File: config.mk
export PLATFORM = sky130hd
export DESIGN_NAME = spi_sd_responder
export DESIGN_NICKNAME = d
export VERILOG_FILES = /design/src/rtl/spi_sd_responder.sv
export SDC_FILE = /design/constraint.sdc
export NUM_CORES = 1
export LEC_CHECK = 0
export CAP_MARGIN = 10
export CORE_MARGIN = 2
export CORE_UTILIZATION = 37
export DETAILED_ROUTE_END_ITERATION = 16
export GPL_TIMING_DRIVEN = 0
export SLEW_MARGIN = 5
export SYNTH_ARGS = -nofsm -noshare
export SYNTH_HDL_FRONTEND = slang
export SYNTH_SLANG_ARGS = --single-unit
File: constraint.sdc
create_clock -name spi_clk_i -period 3 [get_ports spi_clk_i]
set_input_delay 0.6 -clock spi_clk_i [delete_from_list [all_inputs] [get_ports spi_clk_i]]
set_output_delay 0.6 -clock spi_clk_i [all_outputs]
set_load 0.005 [all_outputs]
File: src/rtl/spi_sd_responder.sv
// spi_sd_responder: SPI-mode SD card model answering CMD0/8/17/41/55/58/59.
// Oversamples SCK/CS_n/MOSI on spi_clk_i, frames 48-bit commands, drives MISO.
//
// Ports:
//   spi_clk_i, spi_rst_n_i          system clock, async active-low reset
//   spi_sck_i, spi_cs_n_i           SPI mode-0 clock and chip select
//   spi_mosi_i, spi_miso_o          serial data, MSB first
//   spi_cmdvalid_o                  1-cycle pulse per accepted frame
//   spi_cmdidx_o, spi_cmdarg_o      index/argument of last accepted frame
//   spi_ready_o                     card has left idle via ACMD41
module spi_sd_responder #(
   parameter int unsigned NCR_BYTES      = 1,
   parameter int unsigned ACMD41_RETRIES = 3,
   parameter logic [31:0] OCR            = 32'hC0FF8000,
   parameter int unsigned BLOCK_BYTES    = 512
) (
   input  logic        spi_clk_i,
   input  logic        spi_rst_n_i,
   input  logic        spi_sck_i,
   input  logic        spi_cs_n_i,
   input  logic        spi_mosi_i,
   output logic        spi_miso_o,
   output logic        spi_cmdvalid_o,
   output logic [5:0]  spi_cmdidx_o,
   output logic [31:0] spi_cmdarg_o,
   output logic        spi_ready_o
);

   localparam int unsigned IWR = $clog2(BLOCK_BYTES + 8);
   localparam int unsigned IW  = (IWR > 8) ? IWR : 8;
   localparam int unsigned RW  = $clog2(ACMD41_RETRIES + 2);

   localparam logic [IW-1:0] NCR_LAST  = IW'(NCR_BYTES - 1);
   localparam logic [IW-1:0] DATA_LAST = IW'(BLOCK_BYTES + 3);
   localparam logic [RW-1:0] RETRY_MAX = RW'(ACMD41_RETRIES);

   typedef enum logic [2:0] {
      S_HUNT, S_CMD, S_NCR, S_RESP, S_DATA
   } fsm_t;

   typedef enum logic [1:0] {
      C_NOINIT, C_IDLE, C_READY
   } card_t;

   // input synchronizers; sck_p_q is the previous synchronized SCK
   logic sck_m_q, sck_s_q, sck_p_q;
   logic cs_m_q, cs_s_q;
   logic mosi_m_q, mosi_s_q;

   fsm_t          fsm_q, fsm_d;
   card_t         card_q, card_d;
   logic [2:0]    bit_cnt_q, bit_cnt_d;
   logic [6:0]    rx_q, rx_d;
   logic [7:0]    tx_q, tx_d;
   logic [2:0]    byte_cnt_q, byte_cnt_d;
   logic [5:0]    idx_buf_q, idx_buf_d;
   logic [31:0]   arg_buf_q, arg_buf_d;
   logic [5:0]    cmdidx_q, cmdidx_d;
   logic [31:0]   cmdarg_q, cmdarg_d;
   logic          cmdvalid_q, cmdvalid_d;
   logic          acmd_q, acmd_d;
   logic [RW-1:0] retry_q, retry_d;
   logic [7:0]    r1_q, r1_d;
   logic [31:0]   trail_q, trail_d;
   logic          has_trail_q, has_trail_d;
   logic          data_en_q, data_en_d;
   logic [IW-1:0] tx_idx_q, tx_idx_d;
   logic          last_q, last_d;

   logic          rise, fall, byte_done, tx_state, idle_bit;
   logic [7:0]    rx_byte;
   logic [7:0]    payload;
   logic          resp_end;

   logic [7:0]    dec_r1;
   logic [31:0]   dec_trail;
   logic          dec_has_trail, dec_data;
   card_t         dec_card;
   logic [RW-1:0] dec_retry;

   always_ff @(posedge spi_clk_i or negedge spi_rst_n_i) begin
      if (!spi_rst_n_i) begin
         sck_m_q  <= 1'b0;
         sck_s_q  <= 1'b0;
         sck_p_q  <= 1'b0;
         cs_m_q   <= 1'b1;
         cs_s_q   <= 1'b1;
         mosi_m_q <= 1'b1;
         mosi_s_q <= 1'b1;
      end else begin
         sck_m_q  <= spi_sck_i;
         sck_s_q  <= sck_m_q;
         sck_p_q  <= sck_s_q;
         cs_m_q   <= spi_cs_n_i;
         cs_s_q   <= cs_m_q;
         mosi_m_q <= spi_mosi_i;
         mosi_s_q <= mosi_m_q;
      end
   end

   assign rise      = sck_s_q & ~sck_p_q;
   assign fall      = ~sck_s_q & sck_p_q;
   assign rx_byte   = {rx_q, mosi_s_q};
   assign byte_done = rise && (bit_cnt_q == 3'd7);
   assign idle_bit  = (card_q != C_READY);
   assign tx_state  = (fsm_q == S_NCR) || (fsm_q == S_RESP) ||
                      (fsm_q == S_DATA);
   assign payload   = 8'(tx_idx_q - IW'(2)) + cmdarg_q[7:0];
   assign resp_end  = has_trail_q ? (tx_idx_q == IW'(4)) :
                                    (tx_idx_q == '0);

   always_comb begin
      fsm_d       = fsm_q;
      card_d      = card_q;
      bit_cnt_d   = bit_cnt_q;
      rx_d        = rx_q;
      tx_d        = tx_q;
      byte_cnt_d  = byte_cnt_q;
      idx_buf_d   = idx_buf_q;
      arg_buf_d   = arg_buf_q;
      cmdidx_d    = cmdidx_q;
      cmdarg_d    = cmdarg_q;
      cmdvalid_d  = 1'b0;
      acmd_d      = acmd_q;
      retry_d     = retry_q;
      r1_d        = r1_q;
      trail_d     = trail_q;
      has_trail_d = has_trail_q;
      data_en_d   = data_en_q;
      tx_idx_d    = tx_idx_q;
      last_d      = last_q;

      // response decode for the frame held in idx_buf_q/arg_buf_q
      dec_r1        = {5'd0, 1'b1, 1'b0, idle_bit};
      dec_trail     = '0;
      dec_has_trail = 1'b0;
      dec_data      = 1'b0;
      dec_card      = card_q;
      dec_retry     = retry_q;
      if (idx_buf_q == 6'd0) begin
         dec_card  = C_IDLE;
         dec_retry = '0;
         dec_r1    = 8'h01;
      end else if (card_q == C_NOINIT) begin
         dec_r1 = 8'h05;
      end else begin
         case (idx_buf_q)
            6'd8: begin
               dec_r1        = {7'd0, idle_bit};
               dec_trail     = {16'h0000, 8'h01, arg_buf_q[7:0]};
               dec_has_trail = 1'b1;
            end
            6'd55, 6'd59: dec_r1 = {7'd0, idle_bit};
            6'd58: begin
               dec_r1        = {7'd0, idle_bit};
               dec_trail     = OCR;
               dec_has_trail = 1'b1;
            end
            6'd41: begin
               if (acmd_q) begin
                  if (retry_q < RETRY_MAX) begin
                     dec_retry = retry_q + RW'(1);
                     dec_r1    = 8'h01;
                  end else begin
                     dec_card = C_READY;
                     dec_r1   = 8'h00;
                  end
               end
            end
            6'd17: begin
               if (card_q == C_READY) begin
                  dec_r1   = 8'h00;
                  dec_data = 1'b1;
               end else begin
                  dec_r1 = 8'h05;
               end
            end
            default: ;
         endcase
      end

      if (cs_s_q) begin
         // deselect drops any frame or transfer in progress
         fsm_d     = S_HUNT;
         bit_cnt_d = '0;
         last_d    = 1'b0;
      end else begin
         if (rise) begin
            rx_d      = rx_byte[6:0];
            bit_cnt_d = bit_cnt_q + 3'd1;
         end

         // a fall with bit_cnt at 0 follows bit 7: load the next byte
         if (fall) begin
            if (tx_state && bit_cnt_q == 3'd0) begin
               tx_idx_d = tx_idx_q + IW'(1);
               unique case (1'b1)
                  fsm_q == S_NCR: begin
                     tx_d = 8'hFF;
                     if (tx_idx_q == NCR_LAST) begin
                        fsm_d    = S_RESP;
                        tx_idx_d = '0;
                     end
                  end
                  fsm_q == S_RESP: begin
                     if (tx_idx_q == '0) begin
                        tx_d = r1_q;
                     end else begin
                        tx_d    = trail_q[31:24];
                        trail_d = {trail_q[23:0], 8'h00};
                     end
                     if (resp_end) begin
                        if (data_en_q) begin
                           fsm_d    = S_DATA;
                           tx_idx_d = '0;
                        end else begin
                           last_d = 1'b1;
                        end
                     end
                  end
                  default: begin
                     if (tx_idx_q == '0) begin
                        tx_d = 8'hFF;
                     end else if (tx_idx_q == IW'(1)) begin
                        tx_d = 8'hFE;
                     end else if (tx_idx_q >= DATA_LAST - IW'(1)) begin
                        tx_d = 8'hFF;
                     end else begin
                        tx_d = payload;
                     end
                     if (tx_idx_q == DATA_LAST) begin
                        last_d = 1'b1;
                     end
                  end
               endcase
            end else begin
               tx_d = {tx_q[6:0], 1'b1};
            end
         end

         case (fsm_q)
            S_HUNT: begin
               if (byte_done && rx_byte[7:6] == 2'b01) begin
                  idx_buf_d  = rx_byte[5:0];
                  byte_cnt_d = 3'd1;
                  fsm_d      = S_CMD;
               end
            end
            S_CMD: begin
               if (byte_done) begin
                  if (byte_cnt_q == 3'd5) begin
                     // CRC byte closes the frame; CRC itself is ignored
                     cmdidx_d    = idx_buf_q;
                     cmdarg_d    = arg_buf_q;
                     cmdvalid_d  = 1'b1;
                     card_d      = dec_card;
                     retry_d     = dec_retry;
                     acmd_d      = (idx_buf_q == 6'd55);
                     r1_d        = dec_r1;
                     trail_d     = dec_trail;
                     has_trail_d = dec_has_trail;
                     data_en_d   = dec_data;
                     tx_idx_d    = '0;
                     tx_d        = 8'hFF;
                     last_d      = 1'b0;
                     fsm_d       = S_NCR;
                  end else begin
                     arg_buf_d  = {arg_buf_q[23:0], rx_byte};
                     byte_cnt_d = byte_cnt_q + 3'd1;
                  end
               end
            end
            default: begin
               // host bytes here are ignored; the last sent byte ends it
               if (byte_done && last_q) begin
                  fsm_d  = S_HUNT;
                  last_d = 1'b0;
               end
            end
         endcase
      end
   end

   always_ff @(posedge spi_clk_i or negedge spi_rst_n_i) begin
      if (!spi_rst_n_i) begin
         fsm_q       <= S_HUNT;
         card_q      <= C_NOINIT;
         bit_cnt_q   <= '0;
         rx_q        <= '0;
         tx_q        <= 8'hFF;
         byte_cnt_q  <= '0;
         idx_buf_q   <= '0;
         arg_buf_q   <= '0;
         cmdidx_q    <= '0;
         cmdarg_q    <= '0;
         cmdvalid_q  <= 1'b0;
         acmd_q      <= 1'b0;
         retry_q     <= '0;
         r1_q        <= 8'hFF;
         trail_q     <= '0;
         has_trail_q <= 1'b0;
         data_en_q   <= 1'b0;
         tx_idx_q    <= '0;
         last_q      <= 1'b0;
      end else begin
         fsm_q       <= fsm_d;
         card_q      <= card_d;
         bit_cnt_q   <= bit_cnt_d;
         rx_q        <= rx_d;
         tx_q        <= tx_d;
         byte_cnt_q  <= byte_cnt_d;
         idx_buf_q   <= idx_buf_d;
         arg_buf_q   <= arg_buf_d;
         cmdidx_q    <= cmdidx_d;
         cmdarg_q    <= cmdarg_d;
         cmdvalid_q  <= cmdvalid_d;
         acmd_q      <= acmd_d;
         retry_q     <= retry_d;
         r1_q        <= r1_d;
         trail_q     <= trail_d;
         has_trail_q <= has_trail_d;
         data_en_q   <= data_en_d;
         tx_idx_q    <= tx_idx_d;
         last_q      <= last_d;
      end
   end

   assign spi_miso_o = (tx_state && !cs_s_q && !spi_cs_n_i) ?
                       tx_q[7] : 1'b1;
   assign spi_cmdvalid_o = cmdvalid_q;
   assign spi_cmdidx_o   = cmdidx_q;
   assign spi_cmdarg_o   = cmdarg_q;
   assign spi_ready_o    = (card_q == C_READY);

endmodule

==> reports/summary.log <==
INFO  cells_and_area syn_to_final_growth=19.1%
INFO  min_path       min-delay-path-class=input port to asynchronous set/reset pin
INFO  worst_setup_path cp_max_fanout=10
INFO  yosys          synth_simple_gate_area_frac=0.143
INFO  floorplan      initial_core_util=0.380
INFO  cells_and_area layout.cells.most_common_list=dfrtp_1 (147), nand2_1 (132), mux2_2 (46)
INFO  worst_setup_path startpoint_type_of_the_worst_setup_path=flop
INFO  yosys          post_synthesis_sequential_area_ratio=0.545
INFO  timing         slew_violations=0
INFO  yosys          netlist_instances=694
INFO  timing         hold_violations=0
INFO  placement      place_congestion=0.846
INFO  clock_tree     cts_tree=done
INFO  yosys          synthMuxAreaShare=0.0720
INFO  clock_tree     tritoncts_num_sinks=162
INFO  clock_tree     cts_buffers=17
INFO  timing         timing.final.crit_share=0.917
INFO  run            maxCapViolCount=0
INFO  grt            globalRouteOverflowTotal=0
INFO  power          maximum_vdd_drop=0.000308V
INFO  floorplan      core_area=19700um2
INFO  cells_and_area final_nets=787
INFO  clock_tree     cts.reportedPaths.clkPinSlew=0.08ns
INFO  routing        drt_iter0_markers=437
INFO  worst_setup_path timing.critical_path.required=2.40ns
INFO  yosys          yosys.area_share.adder=0.0412
INFO  clock_tree     clk_root_buffer_cell=clkbuf_16
INFO  timing         max_slew.worst_pin.slew=0.994ns
INFO  routing        num_vias=5448
INFO  yosys          synth.avg_cell_area=10.8um2
INFO  routing        drc=0
INFO  clock_tree     holdBufCountCts=0
INFO  worst_setup_path critical-path-slowest-cell=dfstp_2
INFO  cells_and_area core_utilization_of_the_finished_layout=0.453
INFO  cells_and_area antenna_cells=0
INFO  timing         layout_min_cycle_time=2.75ns
INFO  worst_setup_path crit_path_max_incr_delay=0.67ns
INFO  status         run_status=finished, final reports clean
INFO  routing        remaining_antenna_violation_count_after_routing=0
INFO  timing         max_slew_margin=0.332
INFO  grt            global_routing_usage_summed_across_all_routing_layers=0.175
INFO  yosys          synthFlopType=dfrtp_1
INFO  yosys          synthArstFlopShare=1.00
INFO  floorplan      die_area=21300um2
INFO  placement      io_buffer_count=45
INFO  yosys          synth_compound_area_frac=0.145
INFO  floorplan      floorplan.io_pins=46
INFO  grt            antenna_violations_before_repair=0
INFO  worst_setup_path category_of_the_critical_setup_timing_path=flop to primary output
INFO  yosys          post-synth-top-area-cell=dfrtp_1
INFO  clock_tree     ctsLongestPathBuffers=2
INFO  cells_and_area postLayoutCellArea=8900um2
INFO  yosys          synth_nets=723
INFO  routing        post_drt_wl_per_cell=17.4um
INFO  yosys          synth_xor_area_frac=0.0117
INFO  floorplan      std_cell_rows=51
INFO  cells_and_area layout_commonest_cell=dfrtp_1
INFO  clock_tree     htree_levels=4
INFO  grt            global_route_wire_length_before_repair=29.6mm
INFO  placement      placed_area=8290um2
INFO  timing         max_freq=363MHz
INFO  yosys          synth_cell_types=65
INFO  worst_setup_path arrival=2.15ns
INFO  yosys          mappedNetlistArea=7470um2
INFO  routing        number_of_iterations_in_the_first_detailed_routing_pass=4
INFO  yosys          yosysWarnings=0
INFO  cells_and_area drive_above_1_share=0.153
INFO  placement      dpl.hpwl=12.7mm
INFO  yosys          synth_edf_count=0
INFO  routing        drt-vias-per-instance=5.26
INFO  timing         rsz0062_at_grt=false
INFO  power          total_leakage_power=4.17nW
INFO  worst_setup_path endpoint_kind=primary output
INFO  yosys          synth_area_leaders=dfrtp_1 (49%), mux2_2 (6.9%), nand2_1 (6.6%)
INFO  floorplan      overall_die_height=146um
INFO  clock_tree     clk_latency=0.44ns
INFO  yosys          synth_largest_type_area_fraction=0.492
INFO  timing         clock-skew-final=0.0167ns
INFO  power          power-per-cell-area=523nW/um2
INFO  yosys          synth_top_family_by_area=compound AO/OA/AOI/OAI gates
INFO  grt            first_global_vias=5435
INFO  yosys          synth_seq_cells=162
INFO  grt            grt_start_max_net_pins=105
INFO  routing        wirelength=18.0mm
INFO  worst_setup_path crit_path_cell_trace=buf_2, nor3_1, o21ai_0, clkdlybuf4s50_1
INFO  timing         final-setup-viol-count=0
INFO  floorplan      floorplan.die.width=146um
==> layout make-up <==
cell class                 instances  area [um2]
buffer                            33         160
clock buffer                      17         425
clock inverter                    15         184
fill                            1892       10800
inverter                          39         146
multi-input combinational        459        3090
sequential                       162        4070
tap                              265         332
timing repair buffer              46         483
==> through the flow <==
step / total power [mW] / setup slack [ns] / cells / setup TNS, ns / hold slack [ns]
2_1_floorplan: 2.42 / 0.637 / 694 / 0 / 0.304
3_3_place_gp: 2.51 / -5.46 / 1004 / -850.23 / 0.337
5_1_grt: 4.83 / 0.0423 / 1036 / 0 / 0.107
3_5_place_dp: 2.51 / 0.146 / 1005 / 0 / 0.341
6_report: 4.66 / 0.249 / 1036 / 0 / 0.0778
4_1_cts: 4.70 / 0.125 / 1036 / 0 / 0.0933
==> path summary, 6_finish.rpt <==
path | start | endpoint | cells past startpoint | slack, ns
worst max-delay path | cs_s_q | spi_miso_o | 4 | 0.25
max in group asynchronous | spi_rst_n_i | mosi_s_q | 2 | 2.07
min in group spi_clk_i | sck_m_q | sck_s_q | 0 | 0.35
worst max register to register | tx_idx_q[2] | tx_q[6] | 10 | 0.25
worst min-delay path | spi_rst_n_i | tx_idx_q[7] | 1 | 0.08
worst min register to register | sck_m_q | sck_s_q | 0 | 0.35
==> worst max-delay path, delay by kind of cell, from the launching register on <==
kind,cells,cell delay (ns)
buf+inv,2,0.86
flops,1,0.67
compound gates,1,0.10
simple gates,1,0.09
==> per-layer routing <==
metal / vias up / GRT usage / routed length, um
met5: - / 0 / 0
met4: 0 / 0.0481 / 205
met3: 17 / 0.0366 / 878
met2: 114 / 0.281 / 8520
met1: 2719 / 0.241 / 8370
li1: 2598 / - / -
==> what timing repair did <==
action	4_1_cts	5_1_grt
setup buffers	0	0
setup endpoints to repair	1	1
resized for setup	1	1
pin swaps	0	0
==> cell usage after synthesis, types with 12 or more instances <==
master,n
a22o_1,21
o211ai_1,12
dfrtp_1,147
inv_1,38
a221o_1,14
mux2_2,46
dfstp_2,15
nand3_1,12
ha_1,23
a21oi_1,26
nor2_1,26
nand2_1,132
o21ai_0,20
clkbuf_1,17
==> where the power goes <==
group,internal [mW],switching [mW]
registers,2.26,0.0585
logic,0.0661,0.0867
clock network,1.13,1.05
total,3.46,1.20
==> logic make-up after synthesis <==
logic type / Yosys count
compound gates: 147
xor+xnor: 10
fa+ha+maj: 24
buf+inv: 73
flops: 162
mux: 48
simple gates: 230
==> sequential cells by signal, indices dropped and copies added, names as in the netlist, 2 cells and up <==
signal        flops
arg_buf_q        32
bit_cnt_q         3
byte_cnt_q        3
card_q            2
fsm_q             3
idx_buf_q         6
r1_q              3
retry_q           3
rx_q              7
spi_cmdarg_o     32
spi_cmdidx_o      6
trail_q          32
tx_idx_q         10
tx_q              8
Note: power is estimated with default switching activity, not from simulation.
